File: src/rtl/pspi_slave.sv
// PSPI slave endpoint: synchronizes the master's serial lines, receives parity-checked
// frames and shifts a parity-protected response frame back out on miso.
module pspi_slave #(
  parameter int DATA_W      = 7,
  parameter int PARITY_ODD  = 0,
  parameter int SYNC_STAGES = 2
) (
  input  logic              clk,
  input  logic              rst,
  input  logic              sclk,
  input  logic              sel,
  input  logic              mosi,
  output logic              miso,
  output logic [DATA_W-1:0] rx_data,
  output logic              rx_valid,
  output logic              rx_err,
  output logic              frame_abort,
  input  logic [DATA_W-1:0] tx_data,
  input  logic              tx_load,
  output logic              tx_ready,
  output logic [7:0]        err_cnt
);

  localparam int   CW  = $clog2(DATA_W + 2);
  localparam logic ODD = (PARITY_ODD != 0);

  typedef enum logic [1:0] {IDLE, SHIFT, DONE} state_t;

  state_t              state;
  logic [SYNC_STAGES-1:0] sclk_sync, sel_sync, mosi_sync;
  logic                sclk_prev, sel_prev;
  logic                sclk_s, sel_s, mosi_s;
  logic                sclk_rise, sclk_fall, sel_rise;
  logic [CW-1:0]       bit_cnt;
  logic [DATA_W-1:0]   tx_buf;
  logic [DATA_W-1:0]   tx_sh;
  logic [DATA_W-1:0]   rx_sh;
  logic [DATA_W:0]     rx_frame;
  logic [DATA_W:0]     tx_frame;
  logic [DATA_W-1:0]   load_val;
  logic                rx_bad;

  function automatic logic [DATA_W:0] make_frame(input logic [DATA_W-1:0] p);
    return {p, (^p) ^ ODD};
  endfunction

  always_ff @(posedge clk or posedge rst) begin
    if (rst) begin
      sclk_sync <= '0;
      sel_sync  <= '0;
      mosi_sync <= '0;
      sclk_prev <= 1'b0;
      sel_prev  <= 1'b0;
    end else begin
      sclk_sync <= {sclk_sync[SYNC_STAGES-2:0], sclk};
      sel_sync  <= {sel_sync[SYNC_STAGES-2:0], sel};
      mosi_sync <= {mosi_sync[SYNC_STAGES-2:0], mosi};
      sclk_prev <= sclk_sync[SYNC_STAGES-1];
      sel_prev  <= sel_sync[SYNC_STAGES-1];
    end
  end

  assign sclk_s    = sclk_sync[SYNC_STAGES-1];
  assign sel_s     = sel_sync[SYNC_STAGES-1];
  assign mosi_s    = mosi_sync[SYNC_STAGES-1];
  assign sclk_rise = sclk_s & ~sclk_prev;
  assign sclk_fall = ~sclk_s & sclk_prev;
  assign sel_rise  = sel_s & ~sel_prev;
  assign tx_ready  = (state == IDLE);

  // A load coinciding with the sel-rise detect must feed that same frame.
  always_comb begin
    load_val = (tx_load && state == IDLE) ? tx_data : tx_buf;
    tx_frame = make_frame(load_val);
    rx_frame = {rx_sh, mosi_s};
    rx_bad   = ((^rx_frame) != ODD);
  end

  always_ff @(posedge clk or posedge rst) begin
    if (rst) begin
      state       <= IDLE;
      bit_cnt     <= '0;
      tx_buf      <= '0;
      tx_sh       <= '0;
      rx_sh       <= '0;
      miso        <= 1'b0;
      rx_data     <= '0;
      rx_valid    <= 1'b0;
      rx_err      <= 1'b0;
      frame_abort <= 1'b0;
      err_cnt     <= '0;
    end else begin
      rx_valid    <= 1'b0;
      frame_abort <= 1'b0;
      if (tx_load && state == IDLE) tx_buf <= tx_data;
      case (state)
        IDLE: begin
          miso    <= 1'b0;
          bit_cnt <= '0;
          if (sel_rise) begin
            state <= SHIFT;
            tx_sh <= tx_frame[DATA_W-1:0];
            miso  <= tx_frame[DATA_W];
          end
        end
        SHIFT: begin
          // sel low wins over a simultaneous final sclk rise.
          if (!sel_s) begin
            if (bit_cnt != '0) frame_abort <= 1'b1;
            state   <= IDLE;
            bit_cnt <= '0;
            miso    <= 1'b0;
          end else if (sclk_rise) begin
            rx_sh   <= rx_frame[DATA_W-1:0];
            bit_cnt <= bit_cnt + 1'b1;
            if (bit_cnt == CW'(DATA_W)) begin
              state    <= DONE;
              rx_data  <= rx_frame[DATA_W:1];
              rx_err   <= rx_bad;
              rx_valid <= 1'b1;
              if (rx_bad && err_cnt != 8'hFF) err_cnt <= err_cnt + 8'd1;
            end
          end else if (sclk_fall && bit_cnt != '0) begin
            // The trailing fall of the previous frame lands at bit_cnt 0 and is skipped.
            miso  <= tx_sh[DATA_W-1];
            tx_sh <= {tx_sh[DATA_W-2:0], 1'b0};
          end
        end
        DONE: begin
          bit_cnt <= '0;
          if (sel_s) begin
            state <= SHIFT;
            tx_sh <= tx_frame[DATA_W-1:0];
            miso  <= tx_frame[DATA_W];
          end else begin
            state <= IDLE;
            miso  <= 1'b0;
          end
        end
        default: state <= IDLE;
      endcase
    end
  end

endmodule
File: config.mk
export PLATFORM = sky130hd
export DESIGN_NAME = pspi_slave
export DESIGN_NICKNAME = d
export VERILOG_FILES = /design/src/rtl/pspi_slave.sv
export SDC_FILE = /design/constraint.sdc
export NUM_CORES = 1
export LEC_CHECK = 0
export CORE_UTILIZATION = 35
export CTS_CLUSTER_DIAMETER = 50
export CTS_CLUSTER_SIZE = 10
export DETAILED_ROUTE_END_ITERATION = 12
export HOLD_SLACK_MARGIN = 0.03
export SKIP_LAST_GASP = 1
export SLEW_MARGIN = 10
export SYNTH_ARGS = -nofsm -noshare
export SYNTH_HDL_FRONTEND = slang
export SYNTH_SLANG_ARGS = --single-unit
File: constraint.sdc
create_clock -name clk -period 2 [get_ports clk]
set_input_delay 0.2 -clock clk [delete_from_list [all_inputs] [get_ports clk]]
set_output_delay 0.2 -clock clk [all_outputs]
set_load 0.02 [all_outputs]
==> impl_metrics.yaml <==
pwr:
  finalPower_mw: 3.70
  irDropWorstVdd_uv: 440
  power_density_nw_per_um2: 1180
  p_leak_nw: 1.40
sta:
  worst_pin_slew_ns: 0.641
  setup_violations: 0
  fin_crit_sh: 0.950
  report.final.hold_viol_count: 0
  relSlewSlack: 0.569
  rsz0062_at_grt: "true"
  slew_violations: 0
  setup_slack_ns: 0.100
  fmax_mhz: 526
  period_needed_ns: 1.90
  finClkSkew_ns: 0.00852
status:
  outcome: "finished, final reports clean"
cells_and_area:
  final_nets: 265
  synthToLayoutAreaGrowth_pct: 25.1
  final_cell_mix: "dfrtp_1, mux2_2, clkdlybuf4s50_1"
  n_antenna_cell: 0
  final_common_cell: "dfrtp_1"
  drive_gt1_frac: 0.220
critical_path:
  critPathArrivalTime_ns: 2.13
  cp_top_family: "simple AND/OR/NAND/NOR gates"
  r2r_cells: 7
  path_class: "reg -> reg"
  r2r_setup_slack_ns: 0.10
  crit_path_end_kind: "flop"
  crit_slowest_cell: "dfrtp_1"
  required_ns: 2.23
  crit_path_cell_trace: "inv_1 > ha_1 > nand4b_2 > nor2_1 > nand2_1 > nor4_1 > xor2_1"
  crit_path_max_fanout: 6
  r2r-start: "state[1]$_DFFE_PP0P_"
  r2r_end: "err_cnt[7]$_DFFE_PP0P_"
  critPathMaxStageDelay_ns: 0.42
  worst-path-stages: 7
  startpoint: "state[1]$_DFFE_PP0P_"
  startpoint_type: "flop"
  path_buf_inv: 1
  worst_setup_path_endpoint: "err_cnt[7]$_DFFE_PP0P_"
die:
  dieHeight_um: 86.5
  pin_count: 33
  die_x_um: 86.5
  start_util: 0.366
  coreArea_um2: 6830
  die-area_um2: 7480
  rows: 30
logic_synthesis:
  yosysSeqAreaShare: 0.541
  synth_cells: 200
  synth_fp_nets: 220
  avgSynthCellArea_um2: 12.5
  synthesis.area_um2: 2500
  synth_flop_cell: "dfrtp_1"
  ys_ff_latch: 54
  synth_edf_count: 0
  synth_async_sr_flop_share: 1.00
  ys.warnings.count: 0
  synth_cell_types: 33
worst_hold_path:
  worstHoldPathType: "in -> async"
placement:
  dp_hpwl_um: 3100
  io_buffers: 32
  dp_slack_ns: 0.0602
  gp_congestion: 0.785
cts:
  path_clk_slew_ns: 0.10
  htreeDepth: 2
  cts_made_buffers: 5
  postCtsHoldBufs: 0
  clkLatencyLatePin_ns: 0.31
  cts.path.max_buffers: 2
  cts_tree: "built"
  clock-sinks: 54
  clockRootBuffer: "clkbuf_8"
grt:
  grt_pass1_vias: 1613
  antenna_found_initial: 0
  grt_max_degree: 55
  overflow: 0
  grt_pass1_wl_um: 7400
  grt_util_all_layers: 0.129
route:
  firstDrtPassIters: 5
  vias_per_cell: 4.71
  wirelength_um: 4370
  wire_per_inst_um: 12.8
  drc: 0
  antenna_left: 0
  routed-via-count: 1610
  first_iter_violations: 55
flow_run:
  cap_violations: 0
[cell type report]
cell class              count  area [um^2]
repair buffers             41          399
clock buffers               6         72.6
clock inverters             2         37.5
well taps                  96          120
flip-flops and latches     54         1350
multi-input cells         134         1110
inverters                   9         33.8
fillers                   662         3710
[power breakdown]
part | internal, mW | total, mW | switching (mW)
combinational | 0.792 | 1.47 | 0.679
sequential | 1.33 | 1.50 | 0.171
clock | 0.374 | 0.725 | 0.351
total | 2.50 | 3.70 | 1.20
[per-layer routing]
metal | share of wire | up-vias | wire length [um] | track usage
met5 | 0 | - | 0 | 0
met4 | 0.016 | 0 | 72 | 0.0621
met2 | 0.48 | 24 | 2110 | 0.209
li1 | - | 781 | - | -
met3 | 0.030 | 8 | 129 | 0.0257
met1 | 0.47 | 797 | 2060 | 0.165
[sequential cells by signal, summed over array words and instances (netlist names), 2 cells and up]
register,cells
sclk_sync,2
rx_sh,7
bit_cnt,4
sel_sync,2
tx_sh,7
rx_data,7
tx_buf,7
state,2
err_cnt,8
mosi_sync,2
[worst min-delay path by stage]
stage,end,startpoint,slack (ns)
after global routing,tx_buf[2]$_DFF_PP0_,rst,0.29
final,err_cnt[4]$_DFFE_PP0P_,rst,0.24
after detailed placement,mosi_sync[1]$_DFF_PP0_,mosi_sync[0]$_DFF_PP0_,0.33
after CTS,err_cnt[7]$_DFFE_PP0P_,rst,0.26
after global placement,mosi_sync[1]$_DFF_PP0_,mosi_sync[0]$_DFF_PP0_,0.33
after floorplan,mosi_sync[0]$_DFF_PP0_,mosi,0.23
[repair_timing]
action / in CTS / in global routing
setup buffers: 0 / 1
gates resized for setup: 1 / 3
endpoints found under the setup margin: 1 / 8
pin swaps: 0 / 1
[cell families after synthesis]
family | after synthesis | share of synthesized area
mux | 37 | 0.164
fa+ha+maj | 7 | 0.0351
compound gates | 20 | 0.0551
simple gates | 44 | 0.0956
buf+inv | 12 | 0.0185
flops | 54 | 0.541
xor+xnor | 26 | 0.0911
[worst register-to-register path, delay by kind of cell (launching register included)]
kind                       cells  cell delay (ns)
DFF                            1             0.42
xor gates and xnor gates       1             0.19
adders and majority gates      1             0.21
buffers and inverters          1             0.11
and+or+nand+nor                4             0.90
[synthesized netlist by cell type (all sizes together) (2+ instances only)]
library cell | number | area (um^2)
nand2b | 2 | 12.5
o31ai | 2 | 15.0
buf | 2 | 8.75
nor4 | 2 | 12.5
ha | 7 | 87.6
a21oi | 3 | 15.0
xnor2 | 17 | 149
nor3b | 4 | 30.0
xor2 | 9 | 78.8
mux2i | 6 | 60.1
nand3b | 4 | 30.0
o21ai | 6 | 30.0
nand2 | 13 | 51.3
nor3 | 3 | 15.0
nor2 | 6 | 22.5
dfrtp | 54 | 1350
a22o | 2 | 17.5
mux2 | 31 | 349
inv | 9 | 33.8
nand3 | 7 | 35.0
[per-stage QoR]
| stage | area (um^2) | TNS, ns | hold WS [ns] | instances | utilization |
|---|---|---|---|---|---|
| 2_1_floorplan | 2500 | 0 | 0.231 | 200 | - |
| 3_3_place_gp | 3000 | 0 | 0.332 | 333 | 0.439 |
| 3_5_place_dp | 3000 | 0 | 0.335 | 333 | 0.439 |
| 4_1_cts | 3110 | 0 | 0.258 | 341 | 0.455 |
| 5_1_grt | 3130 | -0.0124 | 0.286 | 342 | 0.458 |
| 6_report | 3130 | 0 | 0.237 | 342 | 0.458 |
(Power assumes the default switching activity.)
